==> config.mk <==
export PLATFORM = sky130hd
export DESIGN_NAME = pulse_burst_tx
export DESIGN_NICKNAME = d
export VERILOG_FILES = /design/src/rtl/pulse_burst_tx_pkg.sv /design/src/rtl/pulse_burst_tx.sv
export SDC_FILE = /design/constraint.sdc
export NUM_CORES = 1
export LEC_CHECK = 0
export BUFFER_PORTS_ARGS = -buffer_cell sky130_fd_sc_hd__buf_2
export CORE_MARGIN = 2
export CORE_UTILIZATION = 50
export DETAILED_ROUTE_END_ITERATION = 16
export PLACE_DENSITY = 0.77
export SLEW_MARGIN = 20
export SYNTH_ARGS = -nofsm -noshare
export SYNTH_HDL_FRONTEND = slang
export SYNTH_SLANG_ARGS = --single-unit
==> constraint.sdc <==
create_clock -name clk -period 3.3 [get_ports clk]
set_input_delay 0 -clock clk [delete_from_list [all_inputs] [get_ports clk]]
set_output_delay 0 -clock clk [all_outputs]
set_load 0.02 [all_outputs]
==> src/rtl/pulse_burst_tx_pkg.sv <==
// Shared types and helpers for the pulse burst transmitter.
// PULSE_BURST_TX_RAMP_EN selects the shaped pulse, which moves the peak beat to k=1.
package pulse_burst_tx_pkg;

    typedef enum logic [1:0] {
        StIdle,
        StPulse,
        StGap
    } state_e;

`ifdef PULSE_BURST_TX_RAMP_EN
    localparam int unsigned PEAK_IDX = 1;
`else
    localparam int unsigned PEAK_IDX = 0;
`endif

    // A frame must hold the whole pulse plus at least one gap beat.
    function automatic int unsigned min_period(input int unsigned period,
                                               input int unsigned pulse_len);
        return (period < pulse_len + 1) ? pulse_len + 1 : period;
    endfunction

endpackage

==> src/rtl/pulse_burst_tx.sv <==
// Framed AXI-stream pulse source: PULSE_LEN pulse beats, then an idle gap up to the period.
// PULSE_BURST_TX_RAMP_EN selects a shaped pulse with half-amplitude edge samples.
module pulse_burst_tx
    import pulse_burst_tx_pkg::*;
#(
    parameter int unsigned DATA_WIDTH   = 16,
    parameter int unsigned PULSE_LEN    = 4,
    parameter int unsigned PERIOD_WIDTH = 16,
    parameter int unsigned CNT_WIDTH    = 16
) (
    input  logic                    clk,
    input  logic                    reset,
    input  logic                    clear,
    input  logic                    enable,
    input  logic [PERIOD_WIDTH-1:0] period,
    input  logic [DATA_WIDTH-1:0]   amp,
    input  logic [DATA_WIDTH-1:0]   idle_level,
    output logic [DATA_WIDTH-1:0]   out_tdata,
    output logic                    out_tvalid,
    input  logic                    out_tready,
    output logic                    out_tlast,
    output logic                    peak_stb,
    output logic [CNT_WIDTH-1:0]    burst_count
);

    state_e                  state_q;
    logic [PERIOD_WIDTH-1:0] k_q;
    logic [PERIOD_WIDTH-1:0] p_eff_q;

    logic [PERIOD_WIDTH-1:0] p_new;
    logic [PERIOD_WIDTH-1:0] nxt_k;
    logic [PERIOD_WIDTH-1:0] nxt_p;
    logic [DATA_WIDTH-1:0]   nxt_data;
    logic                    nxt_last;
    logic                    nxt_peak;
    logic                    nxt_in_pulse;
    logic                    restart;
    logic                    hs;
    logic                    go_idle;
    logic                    load;

    always_comb begin
        p_new        = PERIOD_WIDTH'(min_period(32'(period), PULSE_LEN));
        hs           = out_tvalid && out_tready;
        // The next beat opens a frame when leaving idle or after the frame's last beat.
        restart      = (state_q == StIdle) || out_tlast;
        nxt_k        = restart ? '0 : k_q + PERIOD_WIDTH'(1);
        nxt_p        = restart ? p_new : p_eff_q;
        nxt_in_pulse = nxt_k < PERIOD_WIDTH'(PULSE_LEN);
        nxt_data     = idle_level;
        if (nxt_in_pulse) begin
`ifdef PULSE_BURST_TX_RAMP_EN
            if (nxt_k == '0 || nxt_k == PERIOD_WIDTH'(PULSE_LEN - 1)) begin
                nxt_data = amp >> 1;
            end else begin
                nxt_data = amp;
            end
`else
            nxt_data = amp;
`endif
        end
        nxt_last = (nxt_k == nxt_p - PERIOD_WIDTH'(1));
        nxt_peak = (nxt_k == PERIOD_WIDTH'(PEAK_IDX));
        go_idle  = hs && out_tlast && !enable;
        load     = (state_q == StIdle) ? enable : (hs && !go_idle);
    end

    always_ff @(posedge clk) begin
        if (reset || clear) begin
            state_q     <= StIdle;
            k_q         <= '0;
            p_eff_q     <= '0;
            out_tvalid  <= 1'b0;
            out_tdata   <= '0;
            out_tlast   <= 1'b0;
            peak_stb    <= 1'b0;
            burst_count <= '0;
        end else begin
            if (hs && out_tlast) begin
                burst_count <= burst_count + CNT_WIDTH'(1);
            end
            if (load) begin
                state_q    <= nxt_in_pulse ? StPulse : StGap;
                k_q        <= nxt_k;
                p_eff_q    <= nxt_p;
                out_tvalid <= 1'b1;
                out_tdata  <= nxt_data;
                out_tlast  <= nxt_last;
                peak_stb   <= nxt_peak;
            end else if (go_idle) begin
                state_q    <= StIdle;
                k_q        <= '0;
                out_tvalid <= 1'b0;
                out_tdata  <= '0;
                out_tlast  <= 1'b0;
                peak_stb   <= 1'b0;
            end
        end
    end

endmodule

# After elaboration in Yosys (flattened, before gate mapping)
# Cells that the tools add are included.
[word_totals] register_bits=69 latch_bits=0 mem_bits_rw=0 romBits=0 input_bits=53 output_inout_bits=35 wordCells=40 n_memories=0
[classes] addsub=3 mul=0 div=0 n_lt_le_gt_ge=2 eq_ne=1 shifts=0 mux=15 n_bitwise=0 n_reduce_logical=11
[ops] op="2-to-1 mux 16 bit" count=7
[ops] op="adder 16 x 1 -> 16 bit (second input constant)" count=2
[ops] op="< comparator 16 x 3 -> 1 bit (second input constant)" count=2
[ops] op="== test 16 bit" count=1
[ops] op="logical NOT 16 bit" count=1
[ops] op="subtractor 16 x 1 -> 16 bit (second input constant)" count=1
[ops] op="2-to-1 mux 2 bit" count=3
[ops] op="2-to-1 mux 1 bit" count=5
[ops] op="logical AND 1 bit" count=4
[ops] op="logical NOT 1 bit" count=2
[ops] op="logical NOT 2 bit" count=1
[ops] op="logical OR 1 bit" count=2
[ops] op="nonzero test 2 bit" count=1

# Depth between registers and ports, before layout
# Gate-level depths: netlist of run 1.
[logic_depth] depth_word=7 mapped_depth=14 ltp_nobuf=13

# Worst setup path after synthesis of run 1
# Ideal clock, no wire load.
[synth_path] path_type="reg2reg" start="reg out_tlast" end="reg out_tlast" arrival_time_ps=3259 path_slack_ps=-33 stages_incl_launch_ff=14 n_path_buf=3 period_less_slack_ps=3333 path_cell_list="dfxtp_1 o21bai_2 buf_2 clkbuf_1 buf_1 and3_1 a21oi_1 ha_1 or3_1 a221oi_1 o22ai_1 a2111oi_2 nand4_1 o21ai_0"
[synth_between] elab_chain_len=6
[synth_lines] element="from (decl)" line="pulse_burst_tx.sv:21" source="output logic out_tlast,"
[synth_lines] element="from (signal assigned)" line="pulse_burst_tx.sv:88" source="out_tlast <= nxt_last;"
[synth_lines] element="branches (longest 6 deep; another with subtractor 16 x 1 -> 16 bit)"
# Several ways; the timed one is not identified.
# A chain may end at the register's enable or synchronous reset.

# Final worst setup path of run 1
[layout_path] start="in period[11]" end="reg out_tlast"
[layout_between] elab_chain_len=6
[layout_lines] element="from (decl)" line="pulse_burst_tx.sv:15" source="input logic [PERIOD_WIDTH-1:0] period,"
[layout_lines] element="< comparator 16 x 3 -> 1 bit" line="pulse_burst_tx_pkg.sv:20" source="return (period < pulse_len + 1) ? pulse_len + 1 : period;"
[layout_lines] element="2-to-1 mux 16 bit *" line="pulse_burst_tx_pkg.sv:20"
[layout_lines] element="2-to-1 mux 16 bit *" line="pulse_burst_tx.sv:48" source="nxt_p = restart ? p_new : p_eff_q;"
[layout_lines] element="subtractor 16 x 1 -> 16 bit *" line="pulse_burst_tx.sv:62" source="nxt_last = (nxt_k == nxt_p - PERIOD_WIDTH'(1));"
[layout_lines] element="== test 16 bit *" line="pulse_burst_tx.sv:62"
[layout_lines] element="2-to-1 mux 1 bit *" line="pulse_burst_tx.sv:82" source="if (load) begin"
# Mark *: on every way between the ends. The rest lies on a longest branch, timed or not.

==> impl_metrics.csv, run 1 <==
group,metric,value,unit
global_routing,grt_pass1_vias,4331,
worst_setup_path,critPathCaptureType,"register",
power,max-vdd-ir-drop,282.6,µV
sta,finalMaxSlewViolations,0,
power,p_int,0.001444,W
yosys,seq_area_frac_synth,32.60,%
power,clockPowerShare,40.1,%
floorplanning,die_w,96.07,µm
yosys,synth_edf_count,0,
run_status,status,"finished, final reports clean",
worst_setup_path,reg2reg_depth,9,
sta,fmax,323.5,MHz
yosys,synth.avg_cell_area,7.804,µm²
min_path,holdPathEnd,"out_tdata[10]",
power,swShare,27.48,%
drt,drc,0,
yosys,syn_inst,543,
power,p_leak,2.170,nW
worst_setup_path,reg2reg_to,"out_tdata[1]",
drt,m1WireLength,5107,µm
clock_tree,cts_setup_buffers,0,
worst_setup_path,r2r_slack,0.30,ns
floorplanning,num_io_pins,88,
yosys,synthDistinctLibCells,66,
yosys,synth_mux_area_share,5.934,%
clock_tree,path_clk_slew,0.08,ns
placed_design,dp_hpwl,8124,µm
worst_setup_path,path_class,"in -> reg",
cells_and_area,area_growth,27.46,%
drt,vias,4496,
drt,drt_iter0_drc,345,
drt,dr_wl_met3,873,µm
power,switchingPower,0.0005473,W
drt,ant_nets,0,
yosys,synth_top_family_by_area,"simple AND/OR/NAND/NOR gates",
clock_tree,cts_max_path_buffers,2,
placed_design,dpl.cell_count,707,
power,combPwrFrac,16.3,%
clock_tree,clock-sinks,69,
drt,dr.pass1.iters,5,
floorplanning,rows,33,
cells_and_area,antennaDiodeCount,0,
floorplanning,start_util,51.58,%
cells_and_area,drive_gt1_share,19.82,%
clock_tree,insertion_delay,0.35,ns
sta,setup_violations,0,
yosys,synth-seq-cells,69,
cells_and_area,final_core_utilization,65.74,%
yosys,synth-compound-area-share,17.95,%
worst_setup_path,startpoint_type,"input port",
floorplanning,coreArea,8217,µm²
worst_setup_path,path_max_fanout,7,
min_path,min_from,"amp[10]",
yosys,synth_warnings,0,
yosys,synth_area,4238,µm²
sta,slew_headroom,57.35,%
clock_tree,cts_root_buf,"clkbuf_8",
clock_tree,cts_tree,"yes",
clock_tree,numCtsBuffers,9,
worst_setup_path,rr_startpoint,"k_q[0]",
drt,routed_via_density,5.869,
yosys,synth-xor-area-share,9.861,%
power,power.total,0.001991,W
cells_and_area,nFillCells,663,
drt,wl_per_cell,16.06,µm
yosys,synthArstFlopShare,0,%
drt,met2_length,5921,µm
drt,wirelength,12300,µm
yosys,synthAdderAreaFrac,0.8857,%
cells_and_area,fin_nets,712,
yosys,synth-simple-area-share,28.05,%
min_path,hold_path_class,"in -> reg",
yosys,synth_nets,599,
sta,fin_tns_setup,0,ns
drt,top_layer_used,"met4",
power,p_per_area,368.7,nW/µm²
global_routing,grt_pass1_wl,20030,µm
cells_and_area,fin_cells,766,
sta,period_share,93.68,%
global_routing,grt_max_degree,54,
floorplanning,dieHeight,96.07,µm
min_path,holdPathStages,3,
placed_design,portBuffers,87,
sta,worstMarginPinSlew,0.6374,ns
sta,period_needed,3.091,ns
worst_setup_path,arrival,3.37,ns
global_routing,track_usage,27.71,%
global_routing,overflow,0,
global_routing,antenna_found_initial,0,
sta,finClkSkew,0.01030,ns
clock_tree,cts_max_level,3,
worst_setup_path,cp.required,3.58,ns
yosys,synth_flop_cell,"dfxtp_1",
power,seq_power_share,43.6,%
floorplanning,die-area,9228,µm²
sta,finalHoldViolCount,0,
run,drv_cap,0,
placed_design,gp_congestion,0.9213,
[placed cells by master, fill, tap and decap left out, drive strengths merged, types with 17 or more instances in the layout]
master       count
dlygate4sd3     43
xor2            20
mux2i           24
nor2            60
a21oi           36
nor3            17
xnor2           20
nand3           29
o21ai           42
dfxtp           69
nand2           68
buf             96
[critical path: stages]
cell and delay [ns]:
dlygate4sd3_1 0.54, buf_2 0.14, nor3_1 0.34, and4_1 0.28
a21oi_1 0.09, a21oi_2 0.19, inv_1 0.06, ha_1 0.27
or3_1 0.39, a221oi_1 0.26, o22ai_1 0.15, a2111oi_2 0.36
nand4_1 0.14, o21ai_0 0.16
[cell families after synthesis]
| group | after synthesis |
|---|---|
| AND/OR/NAND/NOR | 237 |
| AO/OA/AOI/OAI | 122 |
| flip-flops | 69 |
| buffers and inverters | 44 |
| XOR/XNOR | 43 |
| multiplexers | 25 |
| adder cells (fa/ha/maj) | 3 |
[worst max path at each step]
stage	startpoint	endpoint	slack, ns	cells after the start
6_report	period[11]	out_tlast	0.21	14
5_1_grt	period[13]	out_tlast	-0.008	14
4_1_cts	period[13]	out_tlast	0.07	14
3_5_place_dp	period[13]	out_tlast	0.23	13
3_3_place_gp	period[13]	out_tlast	0.38	13
2_1_floorplan	out_tlast	out_tlast	0.06	13
[final cells by class]
class	count	area, µm²	area share [%]
repair buffers	139	933.4	17.28
clock buffers	10	137.6	2.548
multi-input cells	430	2698	49.94
inverters	7	26.28	0.4864
clock inverters	6	93.84	1.737
flip-flops and latches	69	1381	25.57
well taps	105	131.4	2.432
[per-layer routing]
| metal | vias up | track usage [%] |
|---|---|---|
| li1 | 2152 | - |
| met4 | 0 | 11.67 |
| met1 | 2119 | 33.93 |
| met3 | 44 | 6.891 |
| met5 | - | 0 |
| met2 | 181 | 46.18 |
[state kept, by name, indices dropped and copies added (netlist names)]
| register | count |
|---|---|
| out_tdata | 16 |
| out_tvalid | 1 |
| peak_stb | 1 |
| burst_count | 16 |
| p_eff_q | 16 |
| out_tlast | 1 |
| state_q | 2 |
| k_q | 16 |
[what timing repair did]
item                                    4_1_cts  5_1_grt
hold buffers                                 43        0
endpoints found under the hold margin        28        0
endpoints found under the setup margin        0        1
resized for setup                             0        5
[per-stage QoR]
step           setup WS [ns]  hold WS [ns]  area, µm²
3_5_place_dp          0.2303        0.2795       4706
3_3_place_gp          0.3838        0.2689       4706
5_1_grt            -0.007522      0.003827       5401
2_1_floorplan        0.06053        0.1475       4239
6_report              0.2086       0.01037       5401
4_1_cts              0.06973      0.007677       5368
[power groups by stage]
stage | sequential (W) | clock [W] | combinational, W
global placement | 0.000885 | 0 | 0.000264
finish | 0.000868 | 0.000798 | 0.000325
detailed placement | 0.000886 | 0 | 0.000272
floorplan | 0.000893 | 0 | 0.000172
CTS | 0.000867 | 0.000808 | 0.000312
global route | 0.000870 | 0.000841 | 0.000357
[cells in the mapped netlist (all sizes together), types with 2 or more instances]
library cell,instances,area (µm²)
o22ai,3,25.02
or2,3,18.77
nor3,17,96.35
a21oi,36,183.9
clkbuf,19,71.32
nand4,6,58.80
xnor3,3,67.56
a2111oi,3,32.53
a211oi,6,45.04
dfxtp,69,1381
and2,7,43.79
or3,7,48.80
o211ai,2,15.01
o221ai,2,17.52
and4,4,35.03
nand3b,3,22.52
o21ai,42,214.0
and3,11,68.82
a31oi,4,25.02
nand2b,7,43.79
inv,7,26.28
o21a,3,22.52
nor4,12,96.34
xnor2,20,175.2
nand2,68,255.2
nand3,29,150.1
xor2,20,175.2
buf,18,102.6
o31ai,3,22.52
nor2,60,225.2
ha,3,37.54
mux2i,24,240.2
a22oi,5,37.54
No activity file was read; power rests on OpenSTA's default activity.
==> run 2: changes to the inputs <==
--- a/config.mk
+++ b/config.mk
@@ -9,6 +9,7 @@
 export CORE_MARGIN = 2
 export CORE_UTILIZATION = 50
 export DETAILED_ROUTE_END_ITERATION = 16
+export HOLD_SLACK_MARGIN = 0.12
 export PLACE_DENSITY = 0.77
 export SLEW_MARGIN = 20
 export SYNTH_ARGS = -nofsm -noshare
==> run 2 against run 1 <==
Effect of this change:
- combinational power is 1% higher
- sequential power hardly changed
- cell area increased by 0.56%
- non-clock buffer count grew 3
- cell count increased by 0.39%
- sequential share of layout area shrank 0.14 points
- sequential cell count did not move
- register-to-register slack hardly changed
- highest routed layer unchanged
- global-route usage up 0.31 points
- die area did not move
- routed wire length grew 1.3%
- largest power group unchanged
==> impl_metrics.csv, run 2 (same netlist as run 1, synthesis figures left out) <==
group,metric,value,unit
clock_tree,clock-sinks,69,
clock_tree,insertion_delay,0.35,ns
sta,fin_tns_setup,0,ns
sta,finalHoldViolCount,0,
drt,wirelength,12470,µm
power,max-vdd-ir-drop,279.5,µV
power,power.total,0.002000,W
cells_and_area,final_common_cell,"buf_2",
cells_and_area,multi_input_area,2698,µm²
global_routing,grt_pass1_wl,20200,µm
placed_design,dpl.cell_count,707,
cells_and_area,area_growth,28.17,%
global_routing,track_usage,28.02,%
clock_tree,cts_max_level,3,
sta,slew_headroom,57.11,%
power,swShare,27.66,%
cells_and_area,antennaDiodeCount,0,
floorplanning,rows,33,
worst_setup_path,path_class,"in -> reg",
clock_tree,numCtsBuffers,9,
drt,routed_via_density,5.899,
drt,wl_per_cell,16.21,µm
power,clockPowerShare,40.1,%
power,p_leak,2.183,nW
worst_setup_path,critPathCaptureType,"register",
cells_and_area,seq_area,1381,µm²
global_routing,grt_max_degree,54,
floorplanning,dieHeight,96.07,µm
placed_design,portBuffers,87,
power,combPwrFrac,16.5,%
cells_and_area,final_core_utilization,66.10,%
sta,worstMarginPinSlew,0.6410,ns
sta,fmax,324.1,MHz
worst_setup_path,path_max_fanout,7,
floorplanning,num_io_pins,88,
floorplanning,die-area,9228,µm²
sta,whs,0.1414,ns
sta,finalMaxSlewViolations,0,
drt,vias,4536,
cells_and_area,fin_cells,769,
placed_design,gp_congestion,0.9213,
global_routing,antenna_found_initial,0,
global_routing,grt_pass1_vias,4329,
clock_tree,path_clk_slew,0.08,ns
drt,ant_nets,0,
cells_and_area,fin_nets,715,
clock_tree,cts_tree,"yes",
worst_setup_path,crit_chain,"dlygate4sd3_1, buf_2, nor3_1, and4_1, a21oi_1, a21oi_2, inv_1, ha_1, or3_1, a221oi_1, o22ai_1, a2111oi_2, nand4_1, o21ai_0",
sta,period_needed,3.085,ns
worst_setup_path,arrival,3.36,ns
sta,finClkSkew,0.009869,ns
drt,drt_iter0_drc,309,
cells_and_area,final_cell_mix,"buf_2, dfxtp_1, nand2_1",
run_status,status,"finished, final reports clean",
drt,dr.pass1.iters,5,
drt,drc,0,
cells_and_area,drive_gt1_share,19.73,%
sta,setup_violations,0,
floorplanning,start_util,51.58,%
clock_tree,cts_max_path_buffers,2,
floorplanning,coreArea,8217,µm²
placed_design,dp_hpwl,8124,µm
worst_setup_path,startpoint_type,"input port",
worst_setup_path,slowest_delay,0.54,ns
power,p_per_area,368.1,nW/µm²
clock_tree,cts_root_buf,"clkbuf_8",
worst_setup_path,cp_slowest_cell,"dlygate4sd3_1",
min_path,hold_path_class,"in -> reg",
run,drv_cap,0,
power,seq_power_share,43.4,%
floorplanning,die_w,96.07,µm
power,p_int,0.001447,W
power,switchingPower,0.0005531,W
cells_and_area,nFillCells,658,
sta,period_share,93.49,%
worst_setup_path,cp.required,3.58,ns
global_routing,overflow,0,
run 2: cell types whose count changed in the layout (fill, tap and decap cells not counted):
cell and delta:
dlygate4sd3_1 +3
run 2: worst paths after layout:
check | slack, ns | end | start | cells past startpoint
worst max-delay path | 0.21 | out_tlast | period[11] | 14
worst min-delay path | 0.14 | out_tvalid | enable | 3
worst max register to register | 0.29 | out_tdata[8] | k_q[0] | 9
worst min register to register | 0.46 | out_tdata[15] | out_tdata[15] | 2
run 2: final cells by class:
type / count / share of cell area (%)
Clock buffer: 10 / 2.534
Timing Repair Buffer: 142 / 17.74
Multi-Input combinational cell: 430 / 49.67
Tap cell: 105 / 2.419
Inverter: 7 / 0.4838
Sequential cell: 69 / 25.43
Clock inverter: 6 / 1.728
run 2: per-stage QoR:
stage	setup slack, ns	area [µm²]
2_1_floorplan	0.06053	4239
3_3_place_gp	0.3838	4706
3_5_place_dp	0.2303	4706
4_1_cts	0.06973	5398
5_1_grt	-0.007513	5431
6_report	0.2147	5431
run 2: per-layer routing:
layer	vias up	wire length, µm	global-route usage (%)
met4	0	387	11.67
met3	38	946	6.578
met1	2120	5109	34.52
met2	223	6027	46.82
met5	-	0	0
li1	2155	-	-
run 2: power groups by stage:
stage,Sequential [W],Combinational (W),Clock [W]
6_report,0.000868,0.000329,0.000802
5_1_grt,0.000870,0.000360,0.000841
4_1_cts,0.000867,0.000315,0.000808
3_5_place_dp,0.000886,0.000272,0
3_3_place_gp,0.000885,0.000264,0
2_1_floorplan,0.000893,0.000172,0
run 2: what timing repair did:
item,in CTS,in global routing
gates resized for setup,0,5
setup buffers,0,0
endpoints found under the hold margin,31,0
hold buffers,46,0
endpoints found under the setup margin,0,1
run 2: critical path, delay by kind of cell:
kind,cells,cell delay [ns]
compound gates,6,1.20
fa+ha+maj,1,0.27
buf+inv,3,0.74
simple gates,4,1.14
